[src/rtl/register_file.sv]
// Architectural register file with per-register rename tags; resolves two
// source operands per cycle via direct read, commit bypass or ROB forwarding.
module register_file #(
  parameter int unsigned ROB_ID_W = 3,
  parameter int unsigned XLEN     = 32
) (
  input  logic                clk,
  input  logic                rst_n,
  input  logic                rdy,
  input  logic                clear,
  input  logic                need_set_reg_value,
  input  logic [4:0]          set_reg_id,
  input  logic [XLEN-1:0]     set_reg_val,
  input  logic [ROB_ID_W-1:0] set_reg_rob_id,
  input  logic                need_set_reg_dep,
  input  logic [4:0]          set_dep_reg,
  input  logic [ROB_ID_W-1:0] set_dep_rob_id,
  input  logic [4:0]          rs1_id,
  input  logic [4:0]          rs2_id,
  output logic [ROB_ID_W-1:0] need_rob_id1,
  output logic [ROB_ID_W-1:0] need_rob_id2,
  input  logic                rob_value1_ready,
  input  logic [XLEN-1:0]     rob_value1,
  input  logic                rob_value2_ready,
  input  logic [XLEN-1:0]     rob_value2,
  output logic                rs1_ready,
  output logic [XLEN-1:0]     rs1_val,
  output logic [ROB_ID_W-1:0] rs1_dep,
  output logic                rs2_ready,
  output logic [XLEN-1:0]     rs2_val,
  output logic [ROB_ID_W-1:0] rs2_dep
);

  localparam int unsigned NREG  = 32;
  localparam int unsigned REG_W = 5;
  localparam int unsigned RES_W = 1 + XLEN + ROB_ID_W;

  logic [XLEN-1:0]     regs_q [NREG];
  logic [XLEN-1:0]     regs_d [NREG];
  logic [NREG-1:0]     busy_q;
  logic [NREG-1:0]     busy_d;
  logic [ROB_ID_W-1:0] tag_q  [NREG];
  logic [ROB_ID_W-1:0] tag_d  [NREG];

  logic commit_fire;
  logic rename_fire;

  assign commit_fire = rdy & need_set_reg_value & (set_reg_id != REG_W'(0));
  assign rename_fire = rdy & need_set_reg_dep & (set_dep_reg != REG_W'(0));

  // Next state: commit first, then flush or rename (rename overrides commit's busy clear)
  always_comb begin
    regs_d = regs_q;
    busy_d = busy_q;
    tag_d  = tag_q;
    if (commit_fire) begin
      regs_d[set_reg_id] = set_reg_val;
      if (busy_q[set_reg_id] && (tag_q[set_reg_id] == set_reg_rob_id)) begin
        busy_d[set_reg_id] = 1'b0;
      end
    end
    if (rdy && clear) begin
      busy_d = '0;
      for (int i = 0; i < int'(NREG); i++) begin
        tag_d[i] = '0;
      end
    end else if (rename_fire) begin
      busy_d[set_dep_reg] = 1'b1;
      tag_d[set_dep_reg]  = set_dep_rob_id;
    end
  end

  always_ff @(posedge clk or negedge rst_n) begin
    if (!rst_n) begin
      busy_q <= '0;
      for (int i = 0; i < int'(NREG); i++) begin
        regs_q[i] <= '0;
        tag_q[i]  <= '0;
      end
    end else begin
      busy_q <= busy_d;
      regs_q <= regs_d;
      tag_q  <= tag_d;
    end
  end

  // Operand resolution priority: x0, idle register, commit bypass, ROB forward, wait
  function automatic logic [RES_W-1:0] resolve(
    input logic [REG_W-1:0]    id,
    input logic                busy,
    input logic [ROB_ID_W-1:0] tag,
    input logic [XLEN-1:0]     regval,
    input logic                bypass,
    input logic                rob_rdy,
    input logic [XLEN-1:0]     rob_val
  );
    logic                ready;
    logic [XLEN-1:0]     val;
    logic [ROB_ID_W-1:0] dep;
    ready = 1'b1;
    val   = '0;
    dep   = '0;
    if (id == REG_W'(0)) begin
      val = '0;
    end else if (!busy) begin
      val = regval;
    end else if (bypass) begin
      val = set_reg_val;
    end else if (rob_rdy) begin
      val = rob_val;
    end else begin
      ready = 1'b0;
      dep   = tag;
    end
    return {ready, val, dep};
  endfunction

  logic byp1;
  logic byp2;

  assign byp1 = commit_fire & (set_reg_id == rs1_id) & (set_reg_rob_id == tag_q[rs1_id]);
  assign byp2 = commit_fire & (set_reg_id == rs2_id) & (set_reg_rob_id == tag_q[rs2_id]);

  always_comb begin
    {rs1_ready, rs1_val, rs1_dep} = resolve(rs1_id, busy_q[rs1_id], tag_q[rs1_id],
                                            regs_q[rs1_id], byp1, rob_value1_ready, rob_value1);
    {rs2_ready, rs2_val, rs2_dep} = resolve(rs2_id, busy_q[rs2_id], tag_q[rs2_id],
                                            regs_q[rs2_id], byp2, rob_value2_ready, rob_value2);
  end

  assign need_rob_id1 = tag_q[rs1_id];
  assign need_rob_id2 = tag_q[rs2_id];

endmodule
[config.mk]
export PLATFORM = sky130hd
export DESIGN_NAME = register_file
export DESIGN_NICKNAME = d
export VERILOG_FILES = /design/src/rtl/register_file.sv
export SDC_FILE = /design/constraint.sdc
export NUM_CORES = 2
export LEC_CHECK = 0
export ABC_AREA = 0
export CAP_MARGIN = 0
export CORE_MARGIN = 3
export CORE_UTILIZATION = 35
export DETAILED_ROUTE_END_ITERATION = 6
export PLACE_DENSITY = 0.5
export SYNTH_ARGS = -nofsm -noshare
export SYNTH_HDL_FRONTEND = slang
export SYNTH_SLANG_ARGS = --single-unit
[constraint.sdc]
create_clock -name clk -period 3.31 [get_ports clk]
set_input_delay 0.4965 -clock clk [delete_from_list [all_inputs] [get_ports clk]]
set_output_delay 0.4965 -clock clk [all_outputs]
set_load 0.01 [all_outputs]
======== After elaboration in Yosys (flattened, before gate mapping) ========
Cells that the tools add are included.
word-level totals
  logic and storage cells ................. 169
  bits in registers ....................... 1152
operators by class
  bitwise logic cells ..................... 15
  reduce and logical (&&, ||, !) cells .... 11
  multiplexer cells ....................... 61
  magnitude comparators ................... 12
  equality and inequality tests ........... 5
operator list
  cell                                                  count
  bitwise mux 1024 bit                                  1
  2-to-1 mux 32 bit                                     17
  binary-select mux 32 bit (select 5 bit)               2
  2-to-1 mux 96 bit                                     2
  demux 32 bit (select 5 bit)                           1
  bitwise mux 96 bit                                    1
  binary-select mux 3 bit (select 5 bit)                3
  2-to-1 mux 3 bit                                      15
  bitwise AND 32 bit                                    1
  NOT 32 bit                                            1
  OR 32 bit                                             1
  >= comparator 6 bit (second input constant)           4
  < comparator 5 x 6 -> 1 bit (second input constant)   4
  NOT 5 -> 6 bit                                        4
  binary-select mux 1 bit (select 5 bit)                3
  demux 3 bit (select 5 bit)                            1
  2-to-1 mux 1 bit                                      13
  < comparator 6 x 1 -> 1 bit (second input constant)   2
  demux 1 bit (select 5 bit)                            2
  == test 5 bit                                         2
  >= comparator 5 x 1 -> 1 bit (second input constant)  2
  zero test 5 bit                                       2
  nonzero test 5 bit                                    2
  == test 3 bit                                         3
  other kinds (3)                                       15

======== Depth between registers and ports, before layout ========
  word-level depth ........................ 11
  mapped depth ............................ 15
  gate-level depth less buffers ........... 7

======== Worst setup path after synthesis ========
No wires, ideal clock.
  kind .................................... input-to-output
  from .................................... input rs2_id[1]
  to ...................................... output rs2_val[2]
  slack ................................... -0.222 ns
  arrival time ............................ 3.035 ns
  cell stages on the path ................. 11
  required time ........................... 2.813 ns
  path through ............................ buf_6 -> buf_6 -> buf_6 -> buf_2 -> mux4_2 -> mux4_2 -> and2_1 -> a41oi_2 -> clkbuf_1 -> a41oi_1 -> a211oi_1
on the way
  word-level cells in the longest chain between the ends .. 9
  elaborated cells between the ends (all ways) .. 17
  classes of those cells .................. 2 x eq/ne; 11 x mux; 3 x bitwise; 1 x reduce/logical
RTL lines
  element                                               line      text
  start: declaration                                    19        input logic [4:0] rs2_id,
  NOT 5 -> 6 bit (implied by the code)                  122, 128
  binary-select mux 3 bit (select 5 bit)                122       assign byp2 = commit_fire & (set_reg_id == rs2_id) & (set_reg_rob_id == tag_q[rs2_id]);
  2-to-1 mux 3 bit (implied by the code) (2 in series)  122
  == test 3 bit                                         122
  bitwise AND 1 bit                                     122
  2-to-1 mux 32 bit                                     107       end else if (bypass) begin
  2-to-1 mux 32 bit                                     105       end else if (!busy) begin
  2-to-1 mux 32 bit *                                   103       if (id == REG_W'(0)) begin
  end: declaration                                      30        output logic [XLEN-1:0] rs2_val,
Mark *: on every way between the ends. The rest lies on a longest branch, timed or not. The select of a mux whose other input is x is not followed.

======== Worst setup path in the final report ========
  from .................................... register tag_q[2] (netlist bit)
  to ...................................... output rs2_val[22]
on the way
  word-level cells in the longest chain between the ends .. 8
RTL lines
  element                                               line  text
  start: declaration                                    42    logic [ROB_ID_W-1:0] tag_q [NREG];
  start signal: assignment                              83    tag_q <= tag_d;
  binary-select mux 3 bit (select 5 bit)                122
  2-to-1 mux 3 bit (implied by the code) (2 in series)  122
  == test 3 bit                                         122
  bitwise AND 1 bit                                     122
  2-to-1 mux 32 bit                                     107
  2-to-1 mux 32 bit                                     105
  2-to-1 mux 32 bit                                     103
Every way passes these cells. The select of a mux whose other input is x is not followed.

==> run_results.csv <==
group,metric,value,unit
clock_network,htreeDepth,4,
placement,place_congestion,0.928,
power,p_comb_frac,0.196,
sta,tightest_slew,974,ps
global_route,grt_pass1_wl,374000,um
layout,layout-drive-gt1-share,0.529,
critical_path,crit_required,2810,ps
job,maxCapViolations,0,
synth,synth_cell_types,65,
synth,synth_edf_count,0,
clock_network,cts_buffers,140,
sta,max_freq,0.228,GHz
layout,final_area,81900,um2
floorplan,die_area,191000,um2
critical_path,crit_path_end_kind,"primary output",
min_path,hp-class,"input pin to asynchronous set/reset pin",
clock_network,tritoncts,"built",
global_route,use_met2,0.427,
layout,multi_input_area,35200,um2
floorplan,start_util,0.354,
sta,whs,216,ps
sta,slew_viol_final,0,
layout,final_common_cell,"dfrtp_1",
global_route,grtUsageMet3,0.0484,
layout,layout.cells.non_filler,7902,
floorplan,die_w,437,um
power,power_switching,11.4,mW
routing,drc,0,
layout,seqCellArea,28800,um2
sta,grt_setup_unrepaired,"true",
clock_network,clkSinkCount,1152,
placement,placed_cells,7597,
sta,worst_slack,-1070,ps
global_route,grt_pass1_vias,48600,
clock_network,cts.root.buffer_cell,"clkbuf_16",
synth,async_reset_ff_frac,1.00,
sta,fin_crit_sh,1.32,
power,pwr-share-seq,0.413,
critical_path,arrival,3890,ps
sta,fin_setup_tns,-66550,ps
global_route,grt-ovfl-total,0,
routing,drt-initial-drc-count,4355,
power,p_clk_frac,0.390,
synth,syn_area,65100,um2
sta,relSlewSlack,0.348,
global_route,antenna_found_initial,8,
layout,mostFrequentLayoutCells,"dfrtp_1, mux2_2, mux4_2",
routing,vias_per_cell,6.05,
power,sw_frac_of_total,0.280,
floorplan,row_count,157,
global_route,grt_max_degree,130,
routing,vias,47800,
global_route,grt_util_all_layers,0.271,
clock_network,clk_latency,800,ps
synth,ys_warn_count,0,
global_route,globalRouteMet1Util,0.362,
critical_path,criticalPathCategory,"register to primary output",
synth,synthCells,4790,
synth,seq_area_frac_synth,0.443,
floorplan,pin_count,208,
placement,dp_hpwl,172000,um
layout,fillers,16700,
power,p_total,40.8,mW
run_status,status,"finished, violations left",
floorplan,die_height,437,um
power,p_int,29.4,mW
critical_path,worstPathMaxFanout,5,
routing,wire_per_inst,33.4,um
layout,areaGrowthSynthToFinish,25.9,%
routing,finalWirelength,264000,um
routing,drt_first_pass_iters,7,
placement,port_buffers,207,
synth,ys.flop_type,"dfrtp_1",
power,vdd_ir_drop_max,0.000512,V
sta,fin_crit,4380,ps
power,powerDensity,498,nW/um2
synth,synth_area_per_cell,13.6,um2
placement,place_area,75700,um2
synth,ys_ff_latch,1152,
layout,nNetsFinal,5458,
placement,pre_cts_ws,-1590,ps
routing,drtAntennaViolNets,0,
sta,final_hold_viol_count,0,
floorplan,core_area,184000,um2
power,leakagePower,35.2,nW
clock_network,clockBufferDepth,3,
layout,final_util,0.446,
critical_path,startpoint_type,"register",
run_status,violations,"negative setup slack",
sta,setup_viol,76,
global_route,busiest_layer,"met2",
clock_network,clkTransAtPathRegs,60,ps
synth,synth_nets,4920,
sta,clock_skew,24.2,ps
-- cell type report --
cell class                      count  share of cell area
Clock buffer                      203              0.0501
Multi-Input combinational cell   3052               0.430
Tap cell                         2464              0.0376
Sequential cell                  1152               0.352
Antenna cell                        3           0.0000916
Clock inverter                     46             0.00722
Timing Repair Buffer              956               0.122
Inverter                           26             0.00134
-- state kept, by name (all words and copies together), names as in the netlist --
| register | flops |
|---|---|
| busy_q | 32 |
| regs_q | 1024 |
| tag_q | 96 |
-- path summary, 6_finish.rpt --
check | to | from | cells after the start | slack [ps]
max in group asynchronous | tag_q[51] | rst_n | 4 | 1940
min in group clk | tag_q[51] | set_dep_rob_id[0] | 3 | 390
max | rs2_val[22] | tag_q[2] | 11 | -1070
min reg2reg | regs_q[1017] | regs_q[1017] | 0 | 400
min | regs_q[581] | rst_n | 2 | 220
max reg2reg | busy_q[24] | tag_q[74] | 10 | 330
-- routing by layer --
metal | vias up | part of all wire
li1 | 19600 | -
met5 | - | 0.00016
met4 | 6 | 0.055
met1 | 25900 | 0.42
met3 | 493 | 0.062
met2 | 1783 | 0.47
-- Yosys cell counts (5+ instances only) --
cell       count  share of area
dfrtp_1     1152           0.44
mux2_2      1002           0.17
mux4_2       560           0.19
clkbuf_1     405          0.023
mux2i_1      278          0.043
nand2_1      223          0.013
a21oi_1      210          0.016
nor2_1       117         0.0067
buf_2         84         0.0065
o21ai_0       83         0.0064
a221oi_1      80          0.011
nand3_1       66         0.0051
nor3_1        61         0.0047
a41oi_1       49         0.0066
a211oi_1      41         0.0047
a31oi_1       36         0.0035
a31o_2        33         0.0044
buf_1         32         0.0018
buf_4         24         0.0028
inv_1         24         0.0014
o2111ai_1     17         0.0023
and3_1        16         0.0015
o31a_1        15         0.0020
a311oi_1      13         0.0017
nor2b_1       12         0.0012
a2111oi_0     11         0.0015
a22oi_1       11         0.0013
and2_1        11         0.0011
buf_6         11         0.0019
xnor2_1       11         0.0015
nor3b_1       10         0.0012
nand2b_1       7        0.00067
or2_2          7        0.00067
a32oi_1        6        0.00081
nand4_1        6        0.00058
o311ai_0       6        0.00081
or3_1          6        0.00058
o211ai_1       5        0.00058
o221ai_1       5        0.00067
-- cell families (layout without fill, tap and decap cells) --
kind of cell / after synthesis / after routing / synth area share
AO/OA/AOI/OAI: 638 / 638 / 0.0670
XOR/XNOR: 15 / 15 / 0.00202
buffers and inverters: 586 / 1231 / 0.0388
flip-flops: 1152 / 1152 / 0.443
multiplexers: 1843 / 1843 / 0.411
other: 0 / 3 / 0
AND/OR/NAND/NOR: 556 / 556 / 0.0385
-- critical path, stage by stage (launching register included) --
cell       delay [ps]
dfrtp_1           400
buf_4             150
mux4_2            470
mux2_2            310
a211oi_4          250
o21ai_0           100
nor3b_4           160
buf_12            170
clkbuf_16         170
a31o_2            220
a211oi_4          450
buf_2             220
-- timing repair --
action	in CTS	in global routing
endpoints found under the hold margin	161	0
gates resized for setup	446	105
setup buffers	31	19
cloned	2	11
pin swaps	57	60
setup endpoints to repair	78	78
hold buffers	1	0
-- power groups by stage --
stage / clock network (mW) / registers (mW) / logic (mW)
2_1_floorplan: 0 / 16.7 / 4.76
3_3_place_gp: 0 / 17.0 / 7.70
3_5_place_dp: 0 / 17.1 / 7.79
4_1_cts: 16.2 / 16.8 / 7.87
5_1_grt: 16.8 / 17.1 / 8.46
6_report: 15.9 / 16.9 / 8.01
(Power assumes the default switching activity.)
